--- src/rtl/reg_demux_pkg.sv ---
// rtl/reg_demux_pkg.sv - shared FSM states, register-bus structs and sizing helper
package reg_demux_pkg;

    typedef enum logic [1:0] {
        IDLE   = 2'd0,
        FWD    = 2'd1,
        DECERR = 2'd2,
        RESP   = 2'd3
    } state_e;

    localparam int unsigned REG_AW = 32;
    localparam int unsigned REG_DW = 32;

    typedef struct packed {
        logic [REG_AW-1:0]   addr;
        logic                write;
        logic [REG_DW-1:0]   wdata;
        logic [REG_DW/8-1:0] wstrb;
        logic                valid;
    } reg_req_t;

    typedef struct packed {
        logic [REG_DW-1:0] rdata;
        logic              error;
        logic              ready;
    } reg_rsp_t;

    function automatic int unsigned idx_width(input int unsigned n);
        return (n > 1) ? $clog2(n) : 1;
    endfunction

endpackage

--- src/rtl/reg_addr_decode.sv ---
// rtl/reg_addr_decode.sv - base/mask address match with lowest-index priority
module reg_addr_decode #(
    parameter int unsigned   NoPorts = 32'd2,
    parameter int unsigned   AW      = 32,
    parameter int unsigned   IW      = 1,
    parameter logic [AW-1:0] AddrBase [NoPorts] = '{default: '0},
    parameter logic [AW-1:0] AddrMask [NoPorts] = '{default: '0}
) (
    input  logic [AW-1:0] i_addr,
    output logic          o_hit,
    output logic [IW-1:0] o_idx
);

    // Scan from the top so the lowest matching index is the one left standing.
    always_comb begin
        o_hit = 1'b0;
        o_idx = '0;
        for (int i = int'(NoPorts) - 1; i >= 0; i--) begin
            if ((i_addr & AddrMask[i]) == AddrBase[i]) begin
                o_hit = 1'b1;
                o_idx = IW'(i);
            end
        end
    end

endmodule

--- src/rtl/reg_demux.sv ---
// rtl/reg_demux.sv - one-outstanding register-bus demultiplexer with decode error and timeout
module reg_demux
    import reg_demux_pkg::*;
#(
    parameter int unsigned   NoPorts       = 32'd2,
    parameter int unsigned   AW            = 32,
    parameter int unsigned   DW            = 32,
    parameter type           req_t         = reg_req_t,
    parameter type           rsp_t         = reg_rsp_t,
    parameter logic [AW-1:0] AddrBase [NoPorts] = '{default: '0},
    parameter logic [AW-1:0] AddrMask [NoPorts] = '{default: '0},
    parameter int unsigned   TimeoutCycles = 256
) (
    input  logic clk_i,
    input  logic rst_i,
    input  req_t in_req_i,
    output rsp_t in_rsp_o,
    output req_t out_req_o [NoPorts],
    input  rsp_t out_rsp_i [NoPorts]
);

    localparam int unsigned   IW      = idx_width(NoPorts);
    localparam int unsigned   CW      = (TimeoutCycles > 0) ? $clog2(TimeoutCycles + 1) : 1;
    localparam logic [CW-1:0] CntLast = (TimeoutCycles > 0) ? CW'(TimeoutCycles - 1) : '0;
    localparam logic [CW-1:0] CntMax  = {CW{1'b1}};

    state_e r_state;
    state_e w_state_nxt;

    logic [AW-1:0]   r_addr;
    logic            r_write;
    logic [DW-1:0]   r_wdata;
    logic [DW/8-1:0] r_wstrb;
    logic [IW-1:0]   r_sel;
    logic [DW-1:0]   r_rdata;
    logic            r_error;
    logic [CW-1:0]   r_cnt;

    logic            w_hit;
    logic [IW-1:0]   w_idx;
    logic            w_sel_ready;
    logic [DW-1:0]   w_sel_rdata;
    logic            w_sel_error;
    logic            w_timeout;

    reg_addr_decode #(
        .NoPorts  (NoPorts),
        .AW       (AW),
        .IW       (IW),
        .AddrBase (AddrBase),
        .AddrMask (AddrMask)
    ) u_decode (
        .i_addr (in_req_i.addr),
        .o_hit  (w_hit),
        .o_idx  (w_idx)
    );

    always_comb begin
        w_sel_ready = 1'b0;
        w_sel_rdata = '0;
        w_sel_error = 1'b0;
        for (int i = 0; i < int'(NoPorts); i++) begin
            if (r_sel == IW'(i)) begin
                w_sel_ready = out_rsp_i[i].ready;
                w_sel_rdata = out_rsp_i[i].rdata;
                w_sel_error = out_rsp_i[i].error;
            end
        end
    end

    // r_cnt holds the number of FWD cycles already spent, so the last allowed cycle sees TimeoutCycles-1.
    assign w_timeout = (TimeoutCycles != 0) && (r_cnt == CntLast);

    always_ff @(posedge clk_i or posedge rst_i) begin
        if (rst_i) begin
            r_state <= IDLE;
        end else begin
            r_state <= w_state_nxt;
        end
    end

    always_comb begin
        w_state_nxt = r_state;
        case (r_state)
            IDLE:    if (in_req_i.valid) w_state_nxt = w_hit ? FWD : DECERR;
            FWD:     if (w_sel_ready || w_timeout) w_state_nxt = RESP;
            DECERR:  w_state_nxt = RESP;
            RESP:    w_state_nxt = IDLE;
            default: w_state_nxt = IDLE;
        endcase
    end

    always_ff @(posedge clk_i or posedge rst_i) begin
        if (rst_i) begin
            r_addr  <= '0;
            r_write <= 1'b0;
            r_wdata <= '0;
            r_wstrb <= '0;
            r_sel   <= '0;
            r_rdata <= '0;
            r_error <= 1'b0;
            r_cnt   <= '0;
        end else begin
            case (r_state)
                IDLE: begin
                    if (in_req_i.valid) begin
                        r_addr  <= in_req_i.addr;
                        r_write <= in_req_i.write;
                        r_wdata <= in_req_i.wdata;
                        r_wstrb <= in_req_i.wstrb;
                        r_sel   <= w_idx;
                        r_cnt   <= '0;
                    end
                end
                FWD: begin
                    if (w_sel_ready) begin
                        r_rdata <= w_sel_rdata;
                        r_error <= w_sel_error;
                    end else if (w_timeout) begin
                        r_rdata <= '0;
                        r_error <= 1'b1;
                    end else if (r_cnt != CntMax) begin
                        r_cnt <= r_cnt + CW'(1);
                    end
                end
                DECERR: begin
                    r_rdata <= '0;
                    r_error <= 1'b1;
                end
                default: begin
                end
            endcase
        end
    end

    // Every port sees the captured payload; only the selected one gets valid.
    always_comb begin
        in_rsp_o = '0;
        if (r_state == RESP) begin
            in_rsp_o.ready = 1'b1;
            in_rsp_o.rdata = r_rdata;
            in_rsp_o.error = r_error;
        end
        for (int i = 0; i < int'(NoPorts); i++) begin
            out_req_o[i]       = '0;
            out_req_o[i].addr  = r_addr;
            out_req_o[i].write = r_write;
            out_req_o[i].wdata = r_wdata;
            out_req_o[i].wstrb = r_wstrb;
            out_req_o[i].valid = (r_state == FWD) && (r_sel == IW'(i));
        end
    end

endmodule
--- config.mk ---
export PLATFORM = sky130hd
export DESIGN_NAME = reg_demux
export DESIGN_NICKNAME = d
export VERILOG_FILES = /design/src/rtl/reg_demux_pkg.sv /design/src/rtl/reg_addr_decode.sv /design/src/rtl/reg_demux.sv
export SDC_FILE = /design/constraint.sdc
export NUM_CORES = 1
export LEC_CHECK = 0
export CAP_MARGIN = 5
export CORE_MARGIN = 1.5
export CORE_UTILIZATION = 35
export DETAILED_ROUTE_END_ITERATION = 7
export GPL_TIMING_DRIVEN = 0
export PLACE_DENSITY = 0.74
export SLEW_MARGIN = 30
export SYNTH_ARGS = -nofsm -noshare
export SYNTH_HDL_FRONTEND = slang
export SYNTH_SLANG_ARGS = --single-unit
--- constraint.sdc ---
create_clock -name clk_i -period 5.8 [get_ports clk_i]
set_input_delay 1.74 -clock clk_i [delete_from_list [all_inputs] [get_ports clk_i]]
set_output_delay 1.74 -clock clk_i [all_outputs]
set_load 0.01 [all_outputs]
* Yosys cells after proc, flatten, opt, wreduce, memory -nomap -nowiden
Cells that the tools add are included.
** Operators by class
- Add/sub/neg operators :: 1
- Eq/ne operators :: 11
- Mux-type cells :: 15
- Reduce and logical (&&, ||, !) cells :: 8
** Operator list (count)
- 2-to-1 mux 32 bit :: 2
- one-hot mux 32 bit (2 select lines) :: 1
- 2-to-1 mux 9 bit :: 4
- 2-to-1 mux 34 bit :: 1
- one-hot mux 9 bit (2 select lines) :: 1
- != test 2 bit (second input constant) :: 5
- adder 9 x 1 -> 9 bit (second input constant) :: 1
- == test 9 x 8 -> 1 bit (second input constant) :: 1
- != test 9 bit (second input constant) :: 1
- one-hot mux 2 bit (4 select lines) :: 1
- AND reduction 2 bit :: 3
- AND reduction 5 bit :: 1
- == test 2 bit (second input constant) :: 2
- 2-to-1 mux 2 bit :: 2
- nonzero test 2 bit :: 2
- != test 3 bit (second input constant) :: 1
- == test 2 x 1 -> 1 bit (second input constant) :: 1
- logical NOT 2 bit :: 1
- 2-to-1 mux 1 bit :: 2
- one-hot mux 1 bit (2 select lines) :: 1
- logical OR 1 bit :: 1
** Storage, ports and cells
- Register bits after elaboration :: 113
- Bits of input ports :: 140
- Output and inout port bits :: 174
- Word-level logic and storage cells :: 43

* Depth between registers and ports, before layout
Gate-level depths: netlist (run 1).
- Depth in word-level cells :: 5
- Gate-level depth with buffers :: 10
- Gate-level depth less buffers :: 8

* Hierarchy
A second synthesis (run 1) with hierarchy kept.
** Second synthesis, totals
- Cells, all modules :: 489
- Area total of the unflattened synthesis :: 5763.0 sq um
** Modules (own cells, without submodules)
- reg_demux :: times used 1, cells each 485, area each 5740.5 sq um, sequential area each 2852.7 sq um
- reg_addr_decode :: times used 1, cells each 4, area each 22.5 sq um, sequential area each 0.0 sq um

* Least setup slack after synthesis (run 1)
No wires, ideal clock.
- Path kind :: input to register
- Start :: input port out_rsp_i[34] (netlist bit)
- End :: register r_cnt[6]
- Setup time :: 0.104 ns
- Arrival :: 2.764 ns
- Required time :: 5.696 ns
- Setup slack :: 2.933 ns
- Stages :: 3
- Buffers on the path :: 0
- Cells stage by stage :: or3b_4 > or3_4 > o41ai_2
** Between the ends
- Word-level cells in the longest chain between the ends :: 2
** RTL lines
- start, declared :: RTL line reg_demux.sv:19 : input rsp_t out_rsp_i [NoPorts]
- != test 2 bit (no line)
- AND reduction 5 bit (no line)
- end signal, assigned :: RTL line reg_demux.sv:123 : r_cnt <= r_cnt + CW'(1);
- end, declared :: RTL line reg_demux.sv:37 : logic [CW-1:0] r_cnt;
Every way passes these cells.
A chain may end at the register's enable or synchronous reset.

==> impl_metrics.tcl, run 1 <==
set metrics [dict create \
    multi_input_comb_area_sq_um 1800 \
    grt_pass1_wl_mm 23.8 \
    syn_inst 473 \
    dp.cells 936 \
    synth_nets 621 \
    num_vias 4378 \
    synth_compound_area_share_pct 2.89 \
    p_per_area_nw_per_um2 554 \
    combPwrFrac_pct 53.8 \
    die_h_microns 126 \
    layoutNonFillerInstCount 964 \
    cts_resized 0 \
    violations "design-rule violations" \
    synthDistinctLibCells 28 \
    finalClockSkew_ps 6.83 \
    nNetsFinal 919 \
    diodes 0 \
    cts_hold_buf 0 \
    seq_area_frac_synth_pct 53.6 \
    p_sw_mw 1.59 \
    max_freq_mhz 251 \
    status "complete, but fails checks" \
    grt_util_all_layers_pct 19.2 \
    fin_ws_ps 1820 \
    synthMuxAreaShare_pct 14.7 \
    worstMarginPinSlew_ps 633 \
    htree_levels 4 \
    cts_made_buffers 17 \
    max-slew-margin-rel_pct 57.8 \
    critPathMaxFanout 10 \
    grt_max_degree 63 \
    cts_setup_buffers 0 \
    setup_viol 0 \
    die_w_microns 126 \
    hold_viol 0 \
    syn_area_sq_um 5280 \
    cts.sinks 113 \
    clkLatencyLatePin_ps 400 \
    post-route-drc-count 23 \
    layout_min_cycle_time_ps 3980 \
    rows 44 \
    start_util_pct 36.0 \
    syn_avg_cell_area_sq_um 11.2 \
    yosys.area_share.adder_pct 1.90 \
    ys_warn_count 0 \
    switching_share_pct 32.5 \
    hold_path.class "flip-flop to flip-flop" \
    antenna_found_initial 0 \
    dr.pass1.iters 6 \
    holdWs_ps 455 \
    grt_setup_unrepaired "no" \
    synth-simple-area-share_pct 14.6 \
    critical_path_class "flip-flop to primary output" \
    min_period_over_period_pct 68.6 \
    p_int_mw 3.30 \
    ioPinCount 314 \
    portBuffers 278 \
    p_leak_nw 3.96 \
    grt-ovfl-total 0 \
    grt_pass1_vias 4488 \
    drt-initial-drc-count 168 \
    ant_nets 0 \
    crit_arrival_ps 2240 \
    ir_drop_mv 0.308 \
    viasPerCell 4.54 \
    area_delta_synth_final_pct 67.2 \
    p_seq_share_pct 28.2 \
    wl_mm 15.1 \
    fill_cells 1200 \
    total_power_mw 4.89 \
    drive_gt1_share_pct 22.7 \
    cts_root_buf "clkbuf_16" \
    synthXorXnorAreaFrac_pct 0 \
    cp-end-kind "primary output" \
    cts_buffer_depth 2 \
    clkTransAtPathRegs_ps 50 \
    post_drt_wl_per_cell_microns 15.6 \
    seq_area_sq_um 2830 \
    reg2reg_slack_ps 3440 \
    die-area_sq_um 15800 \
    cp_data_required_time_ps 4060 \
    core_sq_um 14600 \
    final_util_pct 60.3 \
    slew_viol_final 0 \
    gp_congestion 0.781 \
    synth_top_family_by_area "multiplexers" \
    cp-start-kind "flip-flop" \
    pwr-share-clk_pct 18.1 \
    ys_ff_latch 113 \
    cts_tree "built" \
    pre_cts_ws_ps 2170 \
    drv_cap 0 \
    dp_hpwl_mm 11.5 \
]
-- power by group through the flow --
| stage | logic (mW) | registers [mW] | clock network (mW) |
|---|---|---|---|
| finish | 2.63 | 1.38 | 0.883 |
| global route | 2.80 | 1.43 | 0.945 |
| CTS | 2.66 | 1.38 | 0.907 |
| detailed placement | 2.65 | 1.39 | 0 |
| global placement | 2.60 | 1.37 | 0 |
| floorplan | 1.17 | 1.45 | 0 |
-- path summary, 6_finish.rpt --
path,from,end,cells past startpoint
min in group asynchronous,rst_i,r_addr[6]$_DFFE_PP0P_,2
setup reg to reg,r_cnt[0]$_DFFE_PP0P_,r_rdata[5]$_DFFE_PP0P_,9
hold reg to reg,r_rdata[7]$_DFFE_PP0P_,r_rdata[7]$_DFFE_PP0P_,2
setup / recovery,r_state[0]$_DFFE_PP0P_,in_rsp_o[17],4
max in group asynchronous,rst_i,r_wstrb[1]$_DFFE_PP0P_,3
hold / removal,r_rdata[7]$_DFFE_PP0P_,r_rdata[7]$_DFFE_PP0P_,2
-- flip-flops by register name, indices dropped and copies added (netlist names) --
signal   count
r_state      2
r_rdata     32
r_wstrb      4
r_wdata     32
r_write      1
r_addr      32
r_error      1
r_cnt        9
-- cells in the mapped netlist --
master | count | area share [%]
clkbuf_1 | 9 | 0.64
ha_1 | 8 | 1.9
dfrtp_1 | 113 | 54
nand4_1 | 1 | 0.12
o21ai_0 | 12 | 1.1
o41ai_2 | 1 | 0.31
o21ai_1 | 1 | 0.095
and2_1 | 35 | 4.1
o31ai_1 | 3 | 0.43
a31oi_1 | 1 | 0.12
nand3_1 | 36 | 3.4
inv_1 | 5 | 0.36
nor2b_1 | 5 | 0.59
nor4b_1 | 1 | 0.17
or3b_4 | 1 | 0.21
buf_4 | 71 | 10
a21oi_1 | 1 | 0.095
or3_4 | 1 | 0.21
o21bai_1 | 1 | 0.14
nand2b_1 | 2 | 0.24
nor3_1 | 1 | 0.095
buf_1 | 9 | 0.64
buf_2 | 5 | 0.47
mux2_2 | 69 | 15
nand2_1 | 73 | 5.2
o21a_1 | 4 | 0.57
nor2_1 | 3 | 0.21
conb_1 | 1 | 0.071
-- critical path, stage by stage, from the launching register on --
cell	delay, ps
dfrtp_1	420
ha_1	350
clkbuf_1	330
and2_1	200
clkdlybuf4s50_1	550
-- placed cells by master (no fill, tap or decap), drive strengths merged, types with 2 or more instances in the layout --
cell type      count
clkdlybuf4s50    278
dfrtp            113
buf               86
nand2             73
mux2              69
nand3             36
and2              35
clkbuf            29
o21ai             13
ha                 8
clkinv             7
nor2b              5
inv                5
o21a               4
o31ai              3
nor2               3
nand2b             2
-- cell families after synthesis --
family	count (synthesis)
muxes	69
DFF	113
adders and majority gates	8
buffers and inverters	99
and+or+nand+nor	159
other	1
AOI/OAI and AO/OA	24
-- through the flow --
stage | setup TNS [ps] | cell area [sq um]
6_report | 0 | 8820
3_3_place_gp | -61420 | 8290
2_1_floorplan | 0 | 5280
3_5_place_dp | 0 | 8320
5_1_grt | 0 | 8820
4_1_cts | 0 | 8820
-- routing by layer --
layer  track usage (%)  up-vias  share of wire, %
met5                 0        -                 0
met4              5.75        0               1.3
met3              6.29       14               7.9
met2              34.3      184                52
met1              21.8     2094                39
li1                  -     2086                 -
-- cell type report --
cell class | instances | share of cell area [%]
clock inverters | 8 | 0.482
repair buffers | 279 | 31.8
plain buffers | 94 | 7.09
clock buffers | 20 | 5.18
multi-input cells | 261 | 20.4
flip-flops and latches | 113 | 32.0
well taps | 184 | 2.61
inverters | 5 | 0.298
Power figures use the tool's default switching activity.
==> run 2: changes to the inputs <==
clock period = 4.2 ns   (was 5.8 ns; I/O delays follow)
==> run 2 against run 1 <==
Sequential share of layout area down 0.66 points. Largest cell class unchanged. Routed wire length up 4.0%. Critical endpoint is now in_rsp_o[22]. Die area unchanged. Power grew 45%. The flow still finishes with violations (design-rule violations). Cell count increased by 0.73%. Highest routed layer unchanged.
==> impl_metrics.tcl, run 2 (synthesized netlist as in run 1, its figures left out) <==
set metrics [dict create \
    grt_max_degree 31 \
    post_drt_wl_per_cell_microns 16.1 \
    viasPerCell 4.47 \
    cp-end-kind "primary output" \
    rows 44 \
    dr.pass1.iters 7 \
    antenna_found_initial 1 \
    drv_cap 0 \
    hold_depth 2 \
    ioPinCount 314 \
    die_h_microns 126 \
    die-area_sq_um 15800 \
    min_period_over_period_pct 84.1 \
    dp_hpwl_mm 12.0 \
    hold_viol 0 \
    cts_tree "built" \
    worstHoldStart "r_rdata[13]$_DFFE_PP0P_" \
    cts_buffer_depth 2 \
    cp-start-kind "flip-flop" \
    post-route-drc-count 23 \
    max-slew-margin-rel_pct 61.2 \
    layout_common_cells "clkdlybuf4s50_1 (278), dfrtp_1 (113), nand2_1 (73)" \
    layout_commonest_cell "clkdlybuf4s50_1" \
    num_vias 4340 \
    setup_viol 0 \
    cts_made_buffers 17 \
    reg_top3 "r_addr: 32 flops, r_rdata: 32 flops, r_wdata: 32 flops" \
    grt_util_all_layers_pct 20.1 \
    htree_levels 4 \
    nNetsFinal 922 \
    violations "design-rule violations" \
    wl_mm 15.7 \
    pre_cts_ws_ps 1010 \
    core_sq_um 14600 \
    clkLatencyLatePin_ps 400 \
    final_area_sq_um 9010 \
    die_w_microns 126 \
    dp.cells 939 \
    ir_drop_mv 0.296 \
    layout_min_cycle_time_ps 3530 \
    setup-tns-final_ps 0 \
    slew_viol_final 0 \
    finalClockSkew_ps 9.80 \
    gp_congestion 0.763 \
    drive_gt1_share_pct 23.3 \
    area_delta_synth_final_pct 70.7 \
    portBuffers 278 \
    cts_resized 0 \
    p_leak_nw 4.04 \
    fill_cells 1179 \
    worstMarginPinSlew_ps 582 \
    hold_path.class "flip-flop to flip-flop" \
    cts_root_buf "clkbuf_16" \
    cts_setup_buffers 0 \
    reg2reg_slack_ps 1880 \
    min_to "r_rdata[13]$_DFFE_PP0P_" \
    cp_data_required_time_ps 2940 \
    start_util_pct 36.0 \
    grt_setup_unrepaired "no" \
    drt-initial-drc-count 205 \
    r2r-end "r_rdata[7]$_DFFE_PP0P_" \
    grt_pass1_vias 4553 \
    grt_pass1_wl_mm 24.6 \
    placed_area_sq_um 8390 \
    diodes 0 \
    critPathMaxFanout 10 \
    critical_path_class "flip-flop to primary output" \
    clkTransAtPathRegs_ps 50 \
    layoutNonFillerInstCount 971 \
    grt-ovfl-total 0 \
    status "complete, but fails checks" \
    ant_nets 0 \
    fin_ws_ps 668 \
    holdWs_ps 458 \
    crit_arrival_ps 2270 \
    r2r_start "r_cnt[0]$_DFFE_PP0P_" \
    p_per_area_nw_per_um2 786 \
    cts.sinks 113 \
    max_freq_mhz 283 \
    r2r_cells 9 \
    cts_hold_buf 0 \
]
==> run 2: cell types whose count changed in the layout (fill, tap and decap cells not counted) <==
cell / previous run / this run
clkinv_2: 7 / 5
buf_16: 1 / 2
clkinvlp_4: 1 / 3
bufinv_16: 0 / 4
clkbuf_1: 10 / 11
inv_8: 1 / 0
buf_12: 0 / 2
==> run 2: report_power, final <==
group | internal (mW) | switching [mW] | leakage [nW]
Sequential | 1.56 | 0.350 | 1.40
Clock | 1.02 | 0.484 | 0.303
Combinational | 2.24 | 1.42 | 2.33
==> run 2: stage by stage <==
step	total power [mW]	utilization, %
2_1_floorplan	3.61	-
3_3_place_gp	5.52	56.6
3_5_place_dp	5.62	57.3
4_1_cts	7.15	61.5
5_1_grt	7.48	61.5
6_report	7.08	61.5
==> run 2: worst max path at each step <==
stage	startpoint	end	slack, ps	cells past startpoint
3_3_place_gp	rst_i	r_rdata[8]$_DFFE_PP0P_	460	2
5_1_grt	r_state[0]$_DFFE_PP0P_	in_rsp_o[31]	490	4
6_report	r_state[0]$_DFFE_PP0P_	in_rsp_o[22]	670	4
4_1_cts	r_state[0]$_DFFE_PP0P_	in_rsp_o[22]	640	4
3_5_place_dp	in_req_i[0]	r_addr[30]$_DFFE_PP0P_	1010	5
2_1_floorplan	rst_i	r_addr[0]$_DFFE_PP0P_	1570	1
==> run 2: critical path, stage by stage, from the launching register on <==
cell and delay [ps]:
dfrtp_1 410, ha_1 370, clkbuf_1 340, and2_1 210, clkdlybuf4s50_1 540
==> run 2: routing by layer <==
layer,global-route usage (%),share of wire [%],up-vias
li1,-,-,2091
met1,22.5,38,2080
met2,36.0,53,159
met3,7.60,7.9,10
met4,5.68,0.93,0
met5,0,0,-
==> run 2: cell type report <==
type	count	area (sq um)	area share, %
flip-flops and latches	113	2830	31.4
well taps	184	230	2.56
repair buffers	282	2880	31.9
plain buffers	94	626	6.94
clock buffers	21	460	5.11
clock inverters	11	160	1.78
inverters	5	22.5	0.250
multi-input cells	261	1800	20.0
==> run 3: changes to the inputs <==
CORE_UTILIZATION = 34   (was 35)
PLACE_DENSITY = 0.75   (was 0.74)
clock period = 3.2 ns   (was 4.2 ns; I/O delays follow)
==> run 3 against run 2 <==
The flow now finishes without violations. Cell count rose by 0.41%. Combinational power grew 31%. Sequential share of layout area down 0.17 points. Non-clock buffer count is the same. Routed wire length is 3.2% lower. Clock-buffer cell count is 2 higher. Power increased by 33%. Global-route usage decreased by 1.4 points. Worst setup slack worse by 550 ps. Flip-flop and latch count is the same. Highest routed layer unchanged.
==> impl_metrics.tcl, run 3 (synthesized netlist as in run 1, its figures left out) <==
set metrics [dict create \
    reg_top3 "r_addr: 32 flops, r_rdata: 32 flops, r_wdata: 32 flops" \
    crit_arrival_ps 2130 \
    clkLatencyLatePin_ps 410 \
    cp-startpoint "r_state[0]$_DFFE_PP0P_" \
    p_leak_nw 4.06 \
    grt-ovfl-total 0 \
    portBuffers 278 \
    layout_commonest_cell "clkdlybuf4s50_1" \
    cp_data_required_time_ps 2240 \
    finalClockSkew_ps 11.4 \
    pre_cts_ws_ps 266 \
    grt_util_all_layers_pct 18.7 \
    fin_ws_ps 114 \
    grt_pass1_wl_mm 23.6 \
    dr.pass1.iters 4 \
    cts.sinks 113 \
    start_util_pct 34.7 \
    critPathMaxFanout 10 \
    cts_hold_buf 0 \
    ant_nets 0 \
    ioPinCount 314 \
    wl_mm 15.2 \
    max-slew-margin-rel_pct 61.7 \
    viasPerCell 4.54 \
    clkTransAtPathRegs_ps 50 \
    num_vias 4423 \
    post_drt_wl_per_cell_microns 15.6 \
    hold_viol 0 \
    post-route-drc-count 0 \
    cp-end-kind "primary output" \
    grt_pass1_vias 4602 \
    max_freq_mhz 324 \
    nNetsFinal 922 \
    die-area_sq_um 16300 \
    htree_levels 4 \
    rows 45 \
    diodes 0 \
    p_per_area_nw_per_um2 1040 \
    gp_congestion 0.755 \
    dp_hpwl_mm 11.7 \
    cp-start-kind "flip-flop" \
    die_w_microns 128 \
    drt-initial-drc-count 129 \
    layout_min_cycle_time_ps 3090 \
    ir_drop_mv 0.411 \
    setup_viol 0 \
    cts_root_buf "clkbuf_16" \
    r2r_start "r_cnt[0]$_DFFE_PP0P_" \
    area_delta_synth_final_pct 71.7 \
    hold_path.class "flip-flop to flip-flop" \
    layout_common_cells "clkdlybuf4s50_1 (278), dfrtp_1 (113), nand2_1 (73)" \
    drive_gt1_share_pct 23.9 \
    fill_cells 1247 \
    cts_made_buffers 17 \
    min_period_over_period_pct 96.4 \
    slew_viol_final 0 \
    holdWs_ps 455 \
    grt_max_degree 31 \
    antenna_found_initial 0 \
    grt_setup_unrepaired "no" \
    layoutNonFillerInstCount 975 \
    die_h_microns 128 \
    core_sq_um 15200 \
    status "complete, no violations" \
    critical_path_class "flip-flop to primary output" \
    worstHoldStart "r_rdata[1]$_DFFE_PP0P_" \
    cts_buffer_depth 2 \
    drv_cap 0 \
    dp.cells 943 \
    worstMarginPinSlew_ps 574 \
    cts_tree "built" \
]
[run 3: worst paths after layout]
| check | endpoint | slack [ps] | cells after the start |
|---|---|---|---|
| worst max register to register | r_rdata[18]$_DFFE_PP0P_ | 830 | 9 |
| worst max-delay path | in_rsp_o[31] | 110 | 4 |
| min in group asynchronous | r_wdata[7]$_DFFE_PP0P_ | 820 | 2 |
| max in group asynchronous | r_addr[3]$_DFFE_PP0P_ | 1770 | 4 |
| worst min register to register | r_rdata[1]$_DFFE_PP0P_ | 450 | 2 |
| worst min-delay path | r_rdata[1]$_DFFE_PP0P_ | 450 | 2 |
[run 3: area by class of cell]
class / instances / area, sq um / share of cell area (%)
timing repair buffer: 282 / 2860 / 31.6
sequential: 113 / 2830 / 31.2
multi-input combinational: 261 / 1810 / 19.9
buffer: 94 / 629 / 6.95
clock buffer: 23 / 498 / 5.50
tap: 188 / 235 / 2.60
clock inverter: 9 / 175 / 1.93
inverter: 5 / 22.5 / 0.249
[run 3: routing by layer]
| layer | vias up | track usage [%] | wire length [microns] |
|---|---|---|---|
| li1 | 2089 | - | - |
| met1 | 2116 | 20.9 | 6040 |
| met2 | 194 | 33.1 | 7680 |
| met3 | 24 | 5.82 | 1090 |
| met4 | 0 | 7.60 | 363 |
| met5 | - | 0 | 0 |
[run 3: power breakdown]
group          switching (mW)  leakage [nW]  internal [mW]
combinational            1.84          2.33           2.95
clock                   0.635         0.325           1.48
sequential              0.479          1.40           2.05
[run 3: stage by stage]
stage | TNS (ps) | instance area [sq um] | total power [mW] | utilization, %
after floorplan | 0 | 5280 | 4.74 | -
after CTS | 0 | 9060 | 9.55 | 59.6
after global routing | 0 | 9060 | 9.95 | 59.6
final | 0 | 9060 | 9.43 | 59.6
after detailed placement | 0 | 8380 | 7.37 | 55.1
after global placement | -22070 | 8300 | 7.21 | 54.6
[run 3: timing repair]
| item | in CTS | in global routing |
|---|---|---|
| setup buffers | 0 | 0 |
| resized for setup | 4 | 0 |
| setup endpoints to repair | 30 | 0 |
[run 3: critical path: stages (launching register included)]
cell,delay [ps]
dfrtp_1,430
ha_2,320
clkbuf_2,240
and2_1,150
clkdlybuf4s50_1,570
